==> src/rtl/rv32i_pkg.sv <==
// RV32I decode constants, the decoded bundle layout and the ALU op selector.
package rv32i_pkg;

  localparam logic [6:0] OPC_R      = 7'b0110011;
  localparam logic [6:0] OPC_I      = 7'b0010011;
  localparam logic [6:0] OPC_LOAD   = 7'b0000011;
  localparam logic [6:0] OPC_STORE  = 7'b0100011;
  localparam logic [6:0] OPC_BRANCH = 7'b1100011;
  localparam logic [6:0] OPC_JAL    = 7'b1101111;
  localparam logic [6:0] OPC_JALR   = 7'b1100111;
  localparam logic [6:0] OPC_LUI    = 7'b0110111;
  localparam logic [6:0] OPC_AUIPC  = 7'b0010111;
  localparam logic [6:0] OPC_FENCE  = 7'b0001111;
  localparam logic [6:0] OPC_SYSTEM = 7'b1110011;

  localparam logic [7:0] ALU_NOP  = 8'h00;
  localparam logic [7:0] ALU_ADD  = 8'h01;
  localparam logic [7:0] ALU_SUB  = 8'h02;
  localparam logic [7:0] ALU_SLL  = 8'h03;
  localparam logic [7:0] ALU_SLT  = 8'h04;
  localparam logic [7:0] ALU_SLTU = 8'h05;
  localparam logic [7:0] ALU_XOR  = 8'h06;
  localparam logic [7:0] ALU_SRL  = 8'h07;
  localparam logic [7:0] ALU_SRA  = 8'h08;
  localparam logic [7:0] ALU_OR   = 8'h09;
  localparam logic [7:0] ALU_AND  = 8'h0a;

  typedef struct packed {
    logic [4:0]  ra1;
    logic [4:0]  ra2;
    logic [4:0]  wa;
    logic [31:0] imm;
    logic [7:0]  op;
    logic        re1;
    logic        re2;
    logic        we;
    logic        pce;
    logic        imme;
    logic        jmpe;
    logic        bre;
    logic        mre;
    logic        mwe;
    logic [2:0]  funct3;
    logic        illegal;
  } dec_t;

  localparam int unsigned DEC_W = $bits(dec_t);

  // alt selects sub (funct3=0) or sra (funct3=5)
  function automatic logic [7:0] alu_from_f3(input logic [2:0] f3, input logic alt);
    logic [7:0] r;
    case (f3)
      3'd0:    r = alt ? ALU_SUB : ALU_ADD;
      3'd1:    r = ALU_SLL;
      3'd2:    r = ALU_SLT;
      3'd3:    r = ALU_SLTU;
      3'd4:    r = ALU_XOR;
      3'd5:    r = alt ? ALU_SRA : ALU_SRL;
      3'd6:    r = ALU_OR;
      default: r = ALU_AND;
    endcase
    return r;
  endfunction

endpackage

==> src/rtl/decode_comb.sv <==
// Purely combinational RV32I instruction word to decoded bundle.
module decode_comb
  import rv32i_pkg::*;
(
  input  logic [31:0] prog,
  output dec_t        dec
);

  logic [6:0]  opc;
  logic [4:0]  rd;
  logic [2:0]  f3;
  logic [4:0]  rs1;
  logic [4:0]  rs2;
  logic [6:0]  f7;
  logic [31:0] imm_i;
  logic [31:0] imm_s;
  logic [31:0] imm_b;
  logic [31:0] imm_u;
  logic [31:0] imm_j;
  logic        bad;

  assign opc   = prog[6:0];
  assign rd    = prog[11:7];
  assign f3    = prog[14:12];
  assign rs1   = prog[19:15];
  assign rs2   = prog[24:20];
  assign f7    = prog[31:25];
  assign imm_i = {{20{prog[31]}}, prog[31:20]};
  assign imm_s = {{20{prog[31]}}, prog[31:25], prog[11:7]};
  assign imm_b = {{19{prog[31]}}, prog[31], prog[7], prog[30:25], prog[11:8], 1'b0};
  assign imm_u = {prog[31:12], 12'h000};
  assign imm_j = {{11{prog[31]}}, prog[31], prog[19:12], prog[20], prog[30:21], 1'b0};

  // Field/enable mapping per opcode, then illegal squash and x0 write suppression.
  always_comb begin
    dec        = '0;
    bad        = 1'b0;
    dec.funct3 = f3;
    case (opc)
      OPC_R: begin
        dec.ra1 = rs1; dec.ra2 = rs2; dec.wa = rd;
        dec.re1 = 1'b1; dec.re2 = 1'b1; dec.we = 1'b1;
        dec.op  = alu_from_f3(f3, f7[5]);
        if (f7 != 7'h00 && f7 != 7'h20) bad = 1'b1;
        else if (f7 == 7'h20 && f3 != 3'd0 && f3 != 3'd5) bad = 1'b1;
      end
      OPC_I: begin
        dec.ra1 = rs1; dec.wa = rd; dec.imm = imm_i;
        dec.re1 = 1'b1; dec.we = 1'b1; dec.imme = 1'b1;
        dec.op  = alu_from_f3(f3, (f3 == 3'd5) & f7[5]);
        if (f3 == 3'd1 && f7 != 7'h00) bad = 1'b1;
        if (f3 == 3'd5 && f7 != 7'h00 && f7 != 7'h20) bad = 1'b1;
      end
      OPC_LOAD: begin
        dec.ra1 = rs1; dec.wa = rd; dec.imm = imm_i;
        dec.re1 = 1'b1; dec.we = 1'b1; dec.imme = 1'b1; dec.mre = 1'b1;
        dec.op  = ALU_ADD;
        if (f3 == 3'd3 || f3 == 3'd6 || f3 == 3'd7) bad = 1'b1;
      end
      OPC_STORE: begin
        dec.ra1 = rs1; dec.ra2 = rs2; dec.imm = imm_s;
        dec.re1 = 1'b1; dec.re2 = 1'b1; dec.imme = 1'b1; dec.mwe = 1'b1;
        dec.op  = ALU_ADD;
        if (f3 > 3'd2) bad = 1'b1;
      end
      OPC_BRANCH: begin
        dec.ra1 = rs1; dec.ra2 = rs2; dec.imm = imm_b;
        dec.re1 = 1'b1; dec.re2 = 1'b1; dec.bre = 1'b1;
        dec.op  = ALU_SUB;
        if (f3 == 3'd2 || f3 == 3'd3) bad = 1'b1;
      end
      OPC_JAL: begin
        dec.wa  = rd; dec.imm = imm_j;
        dec.we  = 1'b1; dec.pce = 1'b1; dec.imme = 1'b1; dec.jmpe = 1'b1;
        dec.op  = ALU_ADD;
      end
      OPC_JALR: begin
        dec.ra1 = rs1; dec.wa = rd; dec.imm = imm_i;
        dec.re1 = 1'b1; dec.we = 1'b1; dec.imme = 1'b1; dec.jmpe = 1'b1;
        dec.op  = ALU_ADD;
        if (f3 != 3'd0) bad = 1'b1;
      end
      OPC_LUI: begin
        dec.wa = rd; dec.imm = imm_u;
        dec.we = 1'b1; dec.imme = 1'b1;
        dec.op = ALU_ADD;
      end
      OPC_AUIPC: begin
        dec.wa = rd; dec.imm = imm_u;
        dec.we = 1'b1; dec.pce = 1'b1; dec.imme = 1'b1;
        dec.op = ALU_ADD;
      end
      OPC_FENCE: begin
        dec.op = ALU_NOP;
      end
      default: bad = 1'b1;  // includes OPC_SYSTEM: trapped downstream
    endcase
    if (bad) begin
      dec         = '0;
      dec.funct3  = f3;
      dec.illegal = 1'b1;
    end
    if (dec.wa == 5'd0) dec.we = 1'b0;
  end

endmodule

==> src/rtl/decode_stage.sv <==
// Registered RV32I decode stage with valid/ready on both sides and optional skid entry.
module decode_stage
  import rv32i_pkg::*;
#(
  parameter int unsigned PC_W = 32,
  parameter int unsigned OP_W = 8,
  parameter int unsigned SKID = 1
) (
  input  logic            clk,
  input  logic            rst,
  input  logic            flush,
  input  logic            in_valid,
  output logic            in_ready,
  input  logic [31:0]     in_prog,
  input  logic [PC_W-1:0] in_pc,
  output logic            out_valid,
  input  logic            out_ready,
  output logic [PC_W-1:0] out_pc,
  output logic [4:0]      out_ra1,
  output logic [4:0]      out_ra2,
  output logic [4:0]      out_wa,
  output logic [31:0]     out_imm,
  output logic [OP_W-1:0] out_op,
  output logic            out_re1,
  output logic            out_re2,
  output logic            out_we,
  output logic            out_pce,
  output logic            out_imme,
  output logic            out_jmpe,
  output logic            out_bre,
  output logic            out_mre,
  output logic            out_mwe,
  output logic [2:0]      out_funct3,
  output logic            out_illegal
);

  dec_t             in_dec;
  dec_t             out_d;
  logic             main_v;
  logic [DEC_W-1:0] main_q;
  logic [PC_W-1:0]  main_pc;
  logic             acc;
  logic             drain;

  decode_comb u_decode_comb (
    .prog (in_prog),
    .dec  (in_dec)
  );

  assign acc   = in_valid & in_ready;
  assign drain = main_v & out_ready;

  generate
    if (SKID != 0) begin : g_skid
      logic             skid_v;
      logic [DEC_W-1:0] skid_q;
      logic [PC_W-1:0]  skid_pc;

      assign in_ready = ~skid_v;

      // Main/skid pair: skid only fills while main is held, and refills main on drain.
      always_ff @(posedge clk) begin
        if (rst) begin
          main_v  <= 1'b0;
          main_q  <= '0;
          main_pc <= '0;
          skid_v  <= 1'b0;
          skid_q  <= '0;
          skid_pc <= '0;
        end else if (flush) begin
          main_v <= 1'b0;
          skid_v <= 1'b0;
        end else if (skid_v) begin
          if (drain) begin
            main_q  <= skid_q;
            main_pc <= skid_pc;
            skid_v  <= 1'b0;
          end
        end else if (acc) begin
          if (main_v && !drain) begin
            skid_q  <= in_dec;
            skid_pc <= in_pc;
            skid_v  <= 1'b1;
          end else begin
            main_q  <= in_dec;
            main_pc <= in_pc;
            main_v  <= 1'b1;
          end
        end else if (drain) begin
          main_v <= 1'b0;
        end
      end
    end else begin : g_single
      assign in_ready = out_ready | ~main_v;

      // Single output register, refilled in the same edge it drains.
      always_ff @(posedge clk) begin
        if (rst) begin
          main_v  <= 1'b0;
          main_q  <= '0;
          main_pc <= '0;
        end else if (flush) begin
          main_v <= 1'b0;
        end else if (acc) begin
          main_q  <= in_dec;
          main_pc <= in_pc;
          main_v  <= 1'b1;
        end else if (drain) begin
          main_v <= 1'b0;
        end
      end
    end
  endgenerate

  assign out_d       = dec_t'(main_q);
  assign out_valid   = main_v;
  assign out_pc      = main_pc;
  assign out_ra1     = out_d.ra1;
  assign out_ra2     = out_d.ra2;
  assign out_wa      = out_d.wa;
  assign out_imm     = out_d.imm;
  assign out_op      = OP_W'(out_d.op);
  assign out_re1     = out_d.re1;
  assign out_re2     = out_d.re2;
  assign out_we      = out_d.we;
  assign out_pce     = out_d.pce;
  assign out_imme    = out_d.imme;
  assign out_jmpe    = out_d.jmpe;
  assign out_bre     = out_d.bre;
  assign out_mre     = out_d.mre;
  assign out_mwe     = out_d.mwe;
  assign out_funct3  = out_d.funct3;
  assign out_illegal = out_d.illegal;

endmodule

==> config.mk <==
export PLATFORM = sky130hd
export DESIGN_NAME = decode_stage
export DESIGN_NICKNAME = d
export VERILOG_FILES = /design/src/rtl/rv32i_pkg.sv /design/src/rtl/decode_comb.sv /design/src/rtl/decode_stage.sv
export SDC_FILE = /design/constraint.sdc
export NUM_CORES = 1
export LEC_CHECK = 0
export CAP_MARGIN = 15
export CORE_MARGIN = 2
export CORE_UTILIZATION = 48
export CTS_BUF_LIST = sky130_fd_sc_hd__clkbuf_2
export CTS_CLUSTER_DIAMETER = 100
export DETAILED_ROUTE_END_ITERATION = 16
export GPL_ROUTABILITY_DRIVEN = 0
export HOLD_SLACK_MARGIN = 0.06
export PLACE_DENSITY = 0.81
export SETUP_SLACK_MARGIN = 0.05
export SYNTH_ARGS = -nofsm -noshare
export SYNTH_HDL_FRONTEND = slang
export SYNTH_SLANG_ARGS = --single-unit
==> constraint.sdc <==
create_clock -name clk -period 2.3 [get_ports clk]
set_input_delay 0.46 -clock clk [delete_from_list [all_inputs] [get_ports clk]]
set_output_delay 0.46 -clock clk [all_outputs]
set_load 0.02 [all_outputs]
==> impl_metrics.yaml <==
clock_tree:
  clock-root-buffer: "clkbuf_2"
  clk_latency_ns: 0.82
  cts.clk_slew.worst_paths_ns: 0.35
  clockBufferDepth: 2
  cts_buffers: 17
  cts_num_sinks: 194
  htree_levels: 4
  cts_tree: "yes"
global_routing:
  grt_max_degree: 78
  grt_pass1_wl_um: 38890
  overflow: 0
  track_usage: 0.2640
  antenna_found_initial: 1
  grt_pass1_vias: 7709
run:
  cap_violations: 0
critical_path:
  crit_required_ns: 3.05
  reg2reg_slack_ns: 0.15
  worstSetupStartpointType: "flop"
  crit_type: "reg2reg"
  end_kind: "flop"
  worst-path-max-fanout: 7
  rr_startpoint: "g_skid.skid_v"
  reg2reg_to: "g_skid.skid_q[57]"
  arrival_ns: 2.90
  reg2reg_depth: 6
timing:
  setup_viol: 0
  finalMaxSlewViolations: 0
  fin_crit_ns: 2.152
  max_slew_margin: 0.5015
  hold-worst-slack_ns: 0.1529
  rsz0062_at_grt: "no"
  fmaxAchievable_mhz: 464.8
  fin_crit_sh: 0.9355
  worst-slew-pin-transition_ns: 0.7445
  finalHoldViolCount: 0
  fin_worst_skew_ns: 0.03273
detailed_routing:
  drtAntennaViolNets: 0
  drt_iter0_drc: 638
  routed_wirelength_um: 25060
  post-route-drc-count: 0
  first_pass_iters: 5
  via_per_inst: 5.751
  num_vias: 8264
  wl_per_cell_um: 17.44
floorplanning:
  io_pins: 171
  die_w_um: 136.3
  die_area_um2: 18570
  die_h_um: 136.3
  num_rows: 48
  initial_core_util: 0.4889
  core_area_um2: 17180
finish:
  fin_util: 0.6552
  nets: 1267
  area_growth_pct: 34.02
  drive_gt1_frac: 0.1676
  design_area_um2: 11250
min_path:
  min_from: "in_pc[4]"
  hold_depth: 3
  hold_class: "in2reg"
  hold-path-endpoint: "g_skid.skid_pc[4]"
yosys:
  synth_cells: 974
  async_reset_ff_frac: 0
  synth.largest_area_cell: "dfxtp_1"
  synth_edf_count: 0
  synth_top_area_frac: 0.4625
  synth_area_leaders: "dfxtp_1 (46%), nand2_1 (5.9%), a21oi_1 (5.5%)"
  syn_area_per_cell_um2: 8.621
  ys.flop_type: "dfxtp_1"
  ys_warn_count: 0
  netlist-cell-type-count: 67
  synth_area_um2: 8397
  ys_seq_area_frac: 0.4625
  ys_ff_latch: 194
power_and_ir_drop:
  power.leakage_nw: 4.393
  power_density_nw_per_um2: 564.5
  ir_drop_v: 0.0003329
placement:
  io_buffers: 166
  post_dp_cell_area_um2: 10990
  hpwlAfterDp_um: 17550
status:
  status: "finished, final reports clean"
## logic make-up (layout without fill, tap and decap cells)
kind of cell	Yosys count	count (layout)	synth area share
simple gates	333	333	0.1819
compound gates	313	313	0.2618
flops	194	194	0.4625
buf+inv	94	328	0.04664
mux	39	39	0.04664
other cells	1	5	0.0004466
## cells in the mapped netlist (3+ instances only)
master    number
nor3_1        22
a211oi_1      55
nand3b_1       5
a22o_1        20
o21ai_0       44
a211o_1        4
buf_1          8
or4_1          3
mux2i_1       38
a211oi_2       3
nor2_1        90
and3_1        17
dfxtp_1      194
nand2b_1       3
and2_1         4
a221oi_1       7
a22oi_1       19
nand2_1      132
inv_1          4
a32oi_1        3
o31ai_1        4
or3_1         11
buf_2          7
o22ai_1        6
o211ai_1       4
a32o_1         5
o22ai_2        9
buf_4          6
nand3_1       23
a21oi_1       92
clkbuf_1      68
a31o_2         5
nand4_1        4
a31oi_1       12
## critical path: stages (launching register included)
cell and delay, ns:
dfxtp_4 0.44, or4_1 0.62, nor3_2 0.26, o211ai_1 0.20, buf_4 0.22, nor2_2 0.21
a22o_1 0.16
## how the worst max path moves through the flow
stage,start,end,slack (ns)
floorplan,in_prog[12],main_q[32],0.08
global placement,in_prog[3],main_q[50],-0.54
detailed placement,in_prog[3],main_q[50],-0.59
CTS,g_skid.skid_v,in_ready,-0.11
global route,g_skid.skid_v,in_ready,0.06
finish,g_skid.skid_v,g_skid.skid_q[57],0.15
## where the power goes
| group | internal (mW) | switching, mW | total, mW |
|---|---|---|---|
| logic | 0.417 | 0.563 | 0.980 |
| clock network | 0.498 | 1.36 | 1.86 |
| registers | 3.47 | 0.0447 | 3.51 |
| total | 4.38 | 1.97 | 6.35 |
## layer usage
metal,GRT usage,vias to the layer above,wire length (um)
li1,-,3984,-
met1,0.3515,3861,10650
met2,0.4255,377,11750
met3,0.06264,42,2152
met4,0.07928,0,507
met5,0,-,0
## stage by stage
stage / worst slack, ns / setup TNS [ns] / power [mW] / cells
global route: 0.05739 / 0 / 6.616 / 1437
finish: 0.1483 / 0 / 6.353 / 1437
detailed placement: -0.5916 / -58.48 / 4.592 / 1397
floorplan: 0.08054 / 0 / 4.055 / 977
CTS: -0.1099 / -0.1099 / 6.375 / 1430
global placement: -0.5424 / -53.97 / 4.574 / 1397
## timing repair
action | in CTS | in global routing
pin swaps | 0 | 1
gates resized for setup | 103 | 5
setup endpoints to repair | 99 | 3
cloned | 0 | 1
hold endpoints to repair | 13 | 0
hold buffers | 1 | 0
buffers inserted | 0 | 5
## registers in the layout (all words and copies together) (netlist names)
signal / cells
g_skid.skid_q: 64
g_skid.skid_v: 1
out_pc: 32
g_skid.skid_pc: 32
main_q: 64
out_valid: 1
## cell type report
class,count,area [um2]
Timing Repair Buffer,292,2600
Inverter,4,18.77
Clock inverter,15,206.4
Antenna cell,1,2.502
Sequential cell,194,3889
Tap cell,225,281.5
Fill cell,1485,5923
Clock buffer,17,85.08
Multi-Input combinational cell,689,4170
## layout by cell type, fill, tap and decap left out, types with 6 or more instances in the layout
cell,synthesis,final
nand3_1,23,23
dfxtp_1,194,192
a31oi_1,12,12
nor3_1,22,21
clkbuf_2,0,17
o21ai_0,44,44
mux2i_1,38,38
a22o_1,20,20
a21oi_1,92,92
clkdlybuf4s50_1,0,67
o22ai_1,6,6
a22oi_1,19,19
nand2_1,132,132
o22ai_2,9,9
a221oi_1,7,6
nor2_1,90,89
and3_1,17,17
buf_4,6,117
dlygate4sd2_1,0,96
buf_12,0,8
a211oi_1,55,55
or3_1,11,11
Power figures use the tool's default switching activity.
